--- config.mk ---
export PLATFORM = sky130hd
export DESIGN_NAME = cjump_rs
export DESIGN_NICKNAME = d
export VERILOG_FILES = /design/src/rtl/cjump_rs.sv
export SDC_FILE = /design/constraint.sdc
export NUM_CORES = 1
export LEC_CHECK = 0
export BUFFER_PORTS_ARGS = -buffer_cell sky130_fd_sc_hd__buf_4
export CORE_AREA = 2 2 204 206
export CTS_BUF_LIST = sky130_fd_sc_hd__clkbuf_16
export DETAILED_ROUTE_END_ITERATION = 16
export DIE_AREA = 0 0 206 208
export PLACE_DENSITY = 0.48
export SLEW_MARGIN = 15
export SYNTH_ARGS = -nofsm -noshare
export SYNTH_HDL_FRONTEND = slang
export SYNTH_SLANG_ARGS = --single-unit
--- constraint.sdc ---
create_clock -name clk -period 5.4 [get_ports clk]
set_input_delay 0.54 -clock clk [delete_from_list [all_inputs] [get_ports clk]]
set_output_delay 0.54 -clock clk [all_outputs]
set_load 0.01 [all_outputs]
--- src/rtl/cjump_rs.sv ---
// cjump_rs: reservation station in front of the conditional-jump functional unit.
// Holds dispatched branch micro-ops until both source operands are present,
// snooping the CDB for producer results, and hands the oldest ready entry to
// the FU through the input_transmit strobe whenever the FU is free.
// The queue is kept collapsed: valid entries always occupy indices
// 0..count-1, with index 0 the oldest.
module cjump_rs #(
  parameter int DEPTH = 4
) (
  input  logic            clk,
  input  logic            rst,
  input  logic            flush,
  // dispatch side
  input  logic            dispatch_valid,
  output logic            dispatch_ready,
  input  logic [7:0]      dispatch_operand,
  input  logic [3:0]      dispatch_robid,
  input  logic [7:0]      dispatch_wbs,
  input  logic [7:0]      dispatch_flags,
  input  logic [1:0]      src_ready,
  input  logic [1:0][3:0] src_tag,
  input  logic [1:0][7:0] src_val,
  // common data bus snoop
  input  logic            cdb_valid,
  input  logic [3:0]      cdb_id,
  input  logic [7:0]      cdb_val,
  // issue side towards the FU
  output logic            input_transmit,
  output logic [7:0]      operand,
  output logic [1:0][7:0] depvals,
  output logic [7:0]      wbs,
  output logic [7:0]      flags,
  output logic [3:0]      robid,
  input  logic            fu_busy
);

  localparam int CW = $clog2(DEPTH + 1);  // holds 0..DEPTH
  localparam int IW = $clog2(DEPTH);      // holds 0..DEPTH-1

  // One source operand: either a value (rdy=1) or the ROB id producing it.
  typedef struct packed {
    logic       rdy;
    logic [3:0] tag;
    logic [7:0] val;
  } src_t;

  // One station slot; src[1] is source a, src[0] is source b.
  typedef struct packed {
    logic            valid;
    logic [7:0]      operand;
    logic [3:0]      robid;
    logic [7:0]      wbs;
    logic [7:0]      flags;
    src_t [1:0]      src;
  } entry_t;

  entry_t        ent_q [DEPTH];
  entry_t        ent_d [DEPTH];
  entry_t        new_ent;
  logic [CW-1:0] count_q;
  logic [CW-1:0] count_d;
  logic [CW-1:0] wr_idx;
  logic [IW-1:0] sel_idx;
  logic          sel_found;
  logic          issue;
  logic          dispatch_fire;

  // Acceptance is based on the registered occupancy only, so a full station
  // refuses a dispatch even in a cycle where it also issues.
  assign dispatch_ready = (count_q < CW'(DEPTH)) && !rst && !flush;
  assign dispatch_fire  = dispatch_valid && dispatch_ready;

  // Select the lowest-index (oldest) entry whose two sources are both present.
  always_comb begin
    // NOTE: every variable written here gets a default first, so no path
    // leaves it unassigned and no latch is inferred.
    sel_found = 1'b0;
    sel_idx   = '0;
    for (int i = DEPTH - 1; i >= 0; i--) begin
      if (ent_q[i].valid && ent_q[i].src[1].rdy && ent_q[i].src[0].rdy) begin
        sel_found = 1'b1;
        sel_idx   = IW'(i);
      end
    end
  end

  // The FU takes at most one op every other cycle: a cycle that already shows
  // input_transmit high covers the FU's one-cycle delay in raising busy.
  assign issue = sel_found && !fu_busy && !input_transmit && !flush && !rst;

  // A new dispatch lands at the first free slot after any same-cycle collapse.
  assign wr_idx = count_q - CW'(issue);

  // Build the incoming entry, capturing a result broadcast in the same cycle
  // so an op whose producer completes right now does not wait forever.
  always_comb begin
    new_ent.valid   = 1'b1;
    new_ent.operand = dispatch_operand;
    new_ent.robid   = dispatch_robid;
    new_ent.wbs     = dispatch_wbs;
    new_ent.flags   = dispatch_flags;
    for (int s = 0; s < 2; s++) begin
      new_ent.src[s].tag = src_tag[s];
      if (!src_ready[s] && cdb_valid && (cdb_id == src_tag[s])) begin
        new_ent.src[s].rdy = 1'b1;
        new_ent.src[s].val = cdb_val;
      end else begin
        new_ent.src[s].rdy = src_ready[s];
        new_ent.src[s].val = src_val[s];
      end
    end
  end

  // Next station contents: collapse over the issued slot, apply CDB wakeup at
  // the post-shift positions, then append the dispatched entry.
  always_comb begin
    for (int i = 0; i < DEPTH; i++) begin
      ent_d[i] = ent_q[i];
    end

    if (issue) begin
      for (int i = 0; i < DEPTH - 1; i++) begin
        if (i >= int'(sel_idx)) begin
          ent_d[i] = ent_q[i + 1];
        end
      end
      // Top slot is either the issued one or has just moved down.
      ent_d[DEPTH-1].valid = 1'b0;
    end

    // The issued entry has already left the array, so it cannot wake here.
    for (int i = 0; i < DEPTH; i++) begin
      for (int s = 0; s < 2; s++) begin
        if (ent_d[i].valid && !ent_d[i].src[s].rdy && cdb_valid &&
            (ent_d[i].src[s].tag == cdb_id)) begin
          ent_d[i].src[s].rdy = 1'b1;
          ent_d[i].src[s].val = cdb_val;
        end
      end
    end

    for (int i = 0; i < DEPTH; i++) begin
      if (dispatch_fire && (CW'(i) == wr_idx)) begin
        ent_d[i] = new_ent;
      end
    end

    count_d = count_q + CW'(dispatch_fire) - CW'(issue);
  end

  // Station state and the registered FU issue port.
  always_ff @(posedge clk) begin
    if (rst || flush) begin
      // NOTE: only the valid bits are cleared; slot payloads are don't-care
      // while invalid, so they carry no reset and stay plain storage.
      for (int i = 0; i < DEPTH; i++) begin
        ent_q[i].valid <= 1'b0;
      end
      count_q        <= '0;
      input_transmit <= 1'b0;
      operand        <= '0;
      depvals        <= '0;
      wbs            <= '0;
      flags          <= '0;
      robid          <= '0;
    end else begin
      // NOTE: sequential state uses non-blocking assignment so every register
      // samples the pre-edge values regardless of statement order.
      for (int i = 0; i < DEPTH; i++) begin
        ent_q[i] <= ent_d[i];
      end
      count_q        <= count_d;
      input_transmit <= issue;
      // Payload registers hold their last values between issues.
      for (int i = 0; i < DEPTH; i++) begin
        if (issue && (IW'(i) == sel_idx)) begin
          operand    <= ent_q[i].operand;
          depvals[1] <= ent_q[i].src[1].val;
          depvals[0] <= ent_q[i].src[0].val;
          wbs        <= ent_q[i].wbs;
          flags      <= ent_q[i].flags;
          robid      <= ent_q[i].robid;
        end
      end
    end
  end

  // Structural invariants of the collapsing queue.
  a_count_range : assert property (@(posedge clk) disable iff (rst)
    count_q <= CW'(DEPTH));

  a_no_back_to_back : assert property (@(posedge clk) disable iff (rst)
    input_transmit |=> !input_transmit);

  for (genvar g = 0; g < DEPTH; g++) begin : g_compact
    a_compact : assert property (@(posedge clk) disable iff (rst)
      ent_q[g].valid == (CW'(g) < count_q));
  end

endmodule

After elaboration in Yosys (flattened, before gate mapping). Memory sizes are Yosys's and may differ from the RTL's. Cells that the tools add are included.

Add/sub/neg operators: 3. Magnitude comparators: 4. Equal/unequal tests: 16. Muxes and demuxes: 63. Bitwise operators: 4. Reductions and logical operators: 69.

Operators with widths (count): 55-bit 2-to-1 mux (7); 8-bit 2-to-1 mux (22); 166-bit 2-to-1 mux (1); 16-bit 2-to-1 mux (4); 1-bit logical AND (51); 4-bit equality test (10); 1-bit 2-to-1 mux (21); 4-bit 2-to-1 mux (4); 1-bit zero test (14); 2-bit 2-to-1 mux (4); 2-bit by 3-bit equality test with 1-bit output (first input constant) (2); 3-bit by 1-bit subtractor with 3-bit output (2); 2-bit equality test (first input constant) (2); 1-bit by 2-bit greater-or-equal comparator with 1-bit output (first input constant) (2); 1-bit OR (4); 4-bit nonzero test (1); 3-bit by 1-bit adder with 3-bit output (1); 1-bit by 3-bit equality test with 1-bit output (first input constant) (1); 3-bit zero test (1); 3-bit less-than comparator (second input constant) (1); 1-bit by 2-bit equality test with 1-bit output (first input constant) (1); 2-bit greater-or-equal comparator (first input constant) (1); 2-bit zero test (1); 1-bit logical OR (1).

Flip-flop bits (word level): 48. RAM bits: 220. Bits of input ports: 72. Output and inout bits: 46. Word-level logic and storage cells: 168. Memories kept: 1.

Memory list: ent_q (words 4, bits a word 55, read ports 4, clocked after Yosys merged registers in 0, wr ports 4, RTL line 57) `entry_t ent_q [DEPTH];`.

Logic depth before layout (Yosys ltp). An unclocked memory read counts as a cell.

Depth after elaboration: 19. Gate-level depth with buffers: 15. Mapped depth without buffers: 12.

Worst setup path before layout. Ideal clock, no wire load.

Path kind: register to register. Start point: memory ent_q[0][12] in the netlist's numbering. End point: memory ent_q[3][10] in the netlist's numbering, enable pin. Setup time: 474 ps. Arrival time: 4800 ps. Required time: 4926 ps. Path slack: 126 ps. Stages on the path, launching flop included: 11. Path buffers: 2. Clock period less this slack: 5274 ps. Cells stage by stage: edfxtp_1 > and3_1 > clkbuf_1 > nor3_1 > a21o_1 > clkbuf_1 > inv_1 > ha_1 > ha_1 > or2_1 > nor3_1.

RTL lines (RTL line): start, declared (57).

==> impl_metrics.py <==
metrics = {
    "run_status": {
        "outcome": "finished clean",
    },
    "sta": {
        "slew-limit-headroom_pct": 20.0,
        "rsz0062_at_grt": "false",
        "fmax_ghz": 0.261,
        "clock_skew_ns": 0.0203,
        "hold_viol": 0,
        "slew_viol_final": 0,
        "setup_viol_count_final": 0,
        "period_share_pct": 70.9,
        "tns_ns": 0,
        "post-route-min-period_ns": 3.83,
        "whs_ns": 0.184,
        "tightest_slew_ns": 1.19,
    },
    "layout": {
        "diodes": 0,
        "register_area_mm2": 0.00753,
        "nFillCells": 4052,
        "layout_commonest_cell": "nand2_1",
        "area_delta_synth_final_pct": 17.0,
        "mostFrequentLayoutCells": "236 x nand2_1, 216 x edfxtp_1, 161 x nor2_1, 149 x buf_4, 96 x a21oi_1",
        "multi_input_area_mm2": 0.00567,
        "num-nets-final": 1518,
        "drive_gt1_share_pct": 15.1,
    },
    "global_routing": {
        "grt_max_degree": 57,
        "grt_pass1_wl_um": 66800,
        "grt_overflow": 0,
        "grt_pass1_vias": 10900,
        "grt_usage_pct": 20.1,
        "antenna_found_initial": 0,
    },
    "clock_tree": {
        "htree_levels": 1,
        "cts_tree": "done",
        "clock_path_buffers": 3,
        "cts.reportedPaths.clkPinSlew_ns": 0.06,
        "cts_buffers": 31,
        "clkSinkCount": 268,
        "cts-root-buf": "clkbuf_16",
        "clkLatencyLatePin_ns": 0.57,
        "cts_resized": 0,
        "post_cts.repair.setup_buffers": 0,
        "ctsHoldBuffers": 0,
    },
    "power": {
        "swShare_pct": 22.8,
        "ir_drop_mv": 0.225,
        "pwr-share-seq_pct": 50.4,
        "clock_power_share_pct": 44.2,
        "p_sw_mw": 1.02,
        "pwr-share-comb_pct": 5.4,
        "leakage_nw": 6.04,
        "p_int_mw": 3.46,
        "p_per_area_mw_per_mm2": 279,
    },
    "yosys": {
        "synth_seq_cells": 268,
        "ys_warn_count": 0,
        "synth_ff_type": "edfxtp_1",
        "netlist_area_mm2": 0.0137,
        "seq_area_frac_synth_pct": 54.9,
        "syn_avg_cell_area_um2": 9.96,
        "synth-async-reset-ratio_pct": 0,
        "synth_edf_count": 216,
        "synth.distinct_cells": 59,
        "synth_nets": 1453,
        "synthCells": 1376,
    },
    "run": {
        "cap_violations": 0,
    },
    "min_path": {
        "hold_class": "in -> reg",
        "hold_depth": 1,
    },
    "critical_path": {
        "crit_arrival_ns": 4.22,
        "critPathMaxStageDelay_ns": 0.82,
        "cp-end-kind": "register",
        "path_class": "reg -> reg",
        "cpMostUsedCell": "ha_1",
        "startpoint_type": "register",
        "crit_buf_inv": 2,
        "critical_path.max_fanout": 38,
        "reg2reg_depth": 12,
        "crit_slowest_cell": "or4_1",
        "reg2reg_setup_slack_ns": 1.57,
        "crit_family": "simple AND/OR/NAND/NOR gates",
        "cp_num_cells": 12,
        "crit_required_ns": 5.79,
        "cp_cell_sequence": "or4_1 > a21o_2 > inv_1 > ha_1 > ha_1 > or2_1 > nor2_1 > nand2_2 > buf_4 > nand3_1 > mux2_2 > o21ai_0",
    },
    "floorplan": {
        "start_util_pct": 33.8,
        "rows": 74,
        "core_mm2": 0.0406,
        "boundaryPins": 118,
        "die_w_um": 206,
        "fp.dieH_um": 208,
        "die_area_mm2": 0.0428,
    },
    "placement": {
        "dp_hpwl_um": 29100,
        "io_buffers": 117,
        "place_congestion": 0.832,
    },
    "route": {
        "wl_met2_um": 20400,
        "ant_nets": 0,
        "wire_per_inst_um": 22.0,
        "wl_um": 43900,
        "vias": 11000,
        "dr_wl_met3_um": 2820,
        "post-route-drc-count": 0,
        "drt-pass1-iter-count": 7,
        "top_layer_used": "met4",
        "drt_iter0_drc": 1024,
        "m1WireLength_um": 20200,
        "via_per_inst": 5.49,
    },
}
## sequential cells by signal, indices dropped and copies added (netlist names)
register and count:
count_q 3, wbs 8, operand 8, ent_q 220, flags 8, input_transmit 1
robid 4, depvals 16
## worst reg2reg max path: cells and delay by family (launching register included)
kind | cells | cell delay [ns]
AND/OR/NAND/NOR | 5 | 1.72
buffers and inverters | 2 | 0.61
AO/OA/AOI/OAI | 2 | 0.40
flip-flops | 1 | 0.33
adder cells (fa/ha/maj) | 2 | 0.30
multiplexers | 1 | 0.29
## routing by layer
| layer | GRT usage (%) | vias up |
|---|---|---|
| li1 | - | 5178 |
| met5 | 0 | - |
| met4 | 3.30 | 0 |
| met2 | 32.7 | 386 |
| met3 | 2.49 | 35 |
| met1 | 29.1 | 5373 |
## power groups by stage
stage | Combinational, mW | Sequential (mW) | Clock, mW
5_1_grt | 0.267 | 2.26 | 2.09
2_1_floorplan | 0.128 | 2.29 | 0
3_3_place_gp | 0.243 | 2.30 | 0
3_5_place_dp | 0.244 | 2.30 | 0
4_1_cts | 0.245 | 2.25 | 2.02
6_report | 0.244 | 2.26 | 1.98
## final cells by class
cell class                 instances  area share [%]
sequential                       268            47.0
multi-input combinational        969            35.4
timing repair buffer             151            7.20
clock buffer                      31            4.84
tap                              532            4.15
clock inverter                    26            1.02
inverter                          20           0.468
## final timing paths
path | start | to
hold / removal | dispatch_flags[0] | ent_q[3][26]
setup / recovery | input_transmit | ent_q[2][16]
hold reg to reg | ent_q[3][45] | robid[3]
setup reg to reg | input_transmit | ent_q[2][16]
## cell families after synthesis
| logic type | count (synthesis) | share of synthesized area [%] |
|---|---|---|
| AO/OA/AOI/OAI | 282 | 13.8 |
| XOR/XNOR | 35 | 2.29 |
| adder cells (fa/ha/maj) | 5 | 0.511 |
| buffers and inverters | 139 | 4.16 |
| flip-flops | 268 | 54.9 |
| multiplexers | 85 | 6.28 |
| AND/OR/NAND/NOR | 562 | 18.1 |
## per-stage QoR
stage	instances	cell area [um^2]	total power, mW	setup slack (ns)	util (%)
floorplan	1376	13700	2.42	0.126	-
global placement	1939	15100	2.54	1.20	37.2
detailed placement	1940	15100	2.54	1.14	37.2
CTS	1997	16000	4.52	1.46	39.5
global route	1997	16000	4.61	1.36	39.5
finish	1997	16000	4.48	1.57	39.5
## cells in the mapped netlist, drive strengths merged (11+ instances only)
cell / count / area (um^2)
o22ai: 11 / 68.8
nand2: 237 / 890
mux2i: 77 / 771
edfxtp: 216 / 6490
a222oi: 45 / 450
nand4: 14 / 87.6
a31oi: 22 / 138
buf: 36 / 181
o21ai: 51 / 259
nor3: 11 / 65.1
a21oi: 97 / 497
clkbuf: 83 / 313
inv: 20 / 75.1
dfxtp: 52 / 1040
nor2: 163 / 628
xnor2: 26 / 235
a22oi: 15 / 113
nand3: 84 / 420
Note: power is estimated with default switching activity, not from simulation.
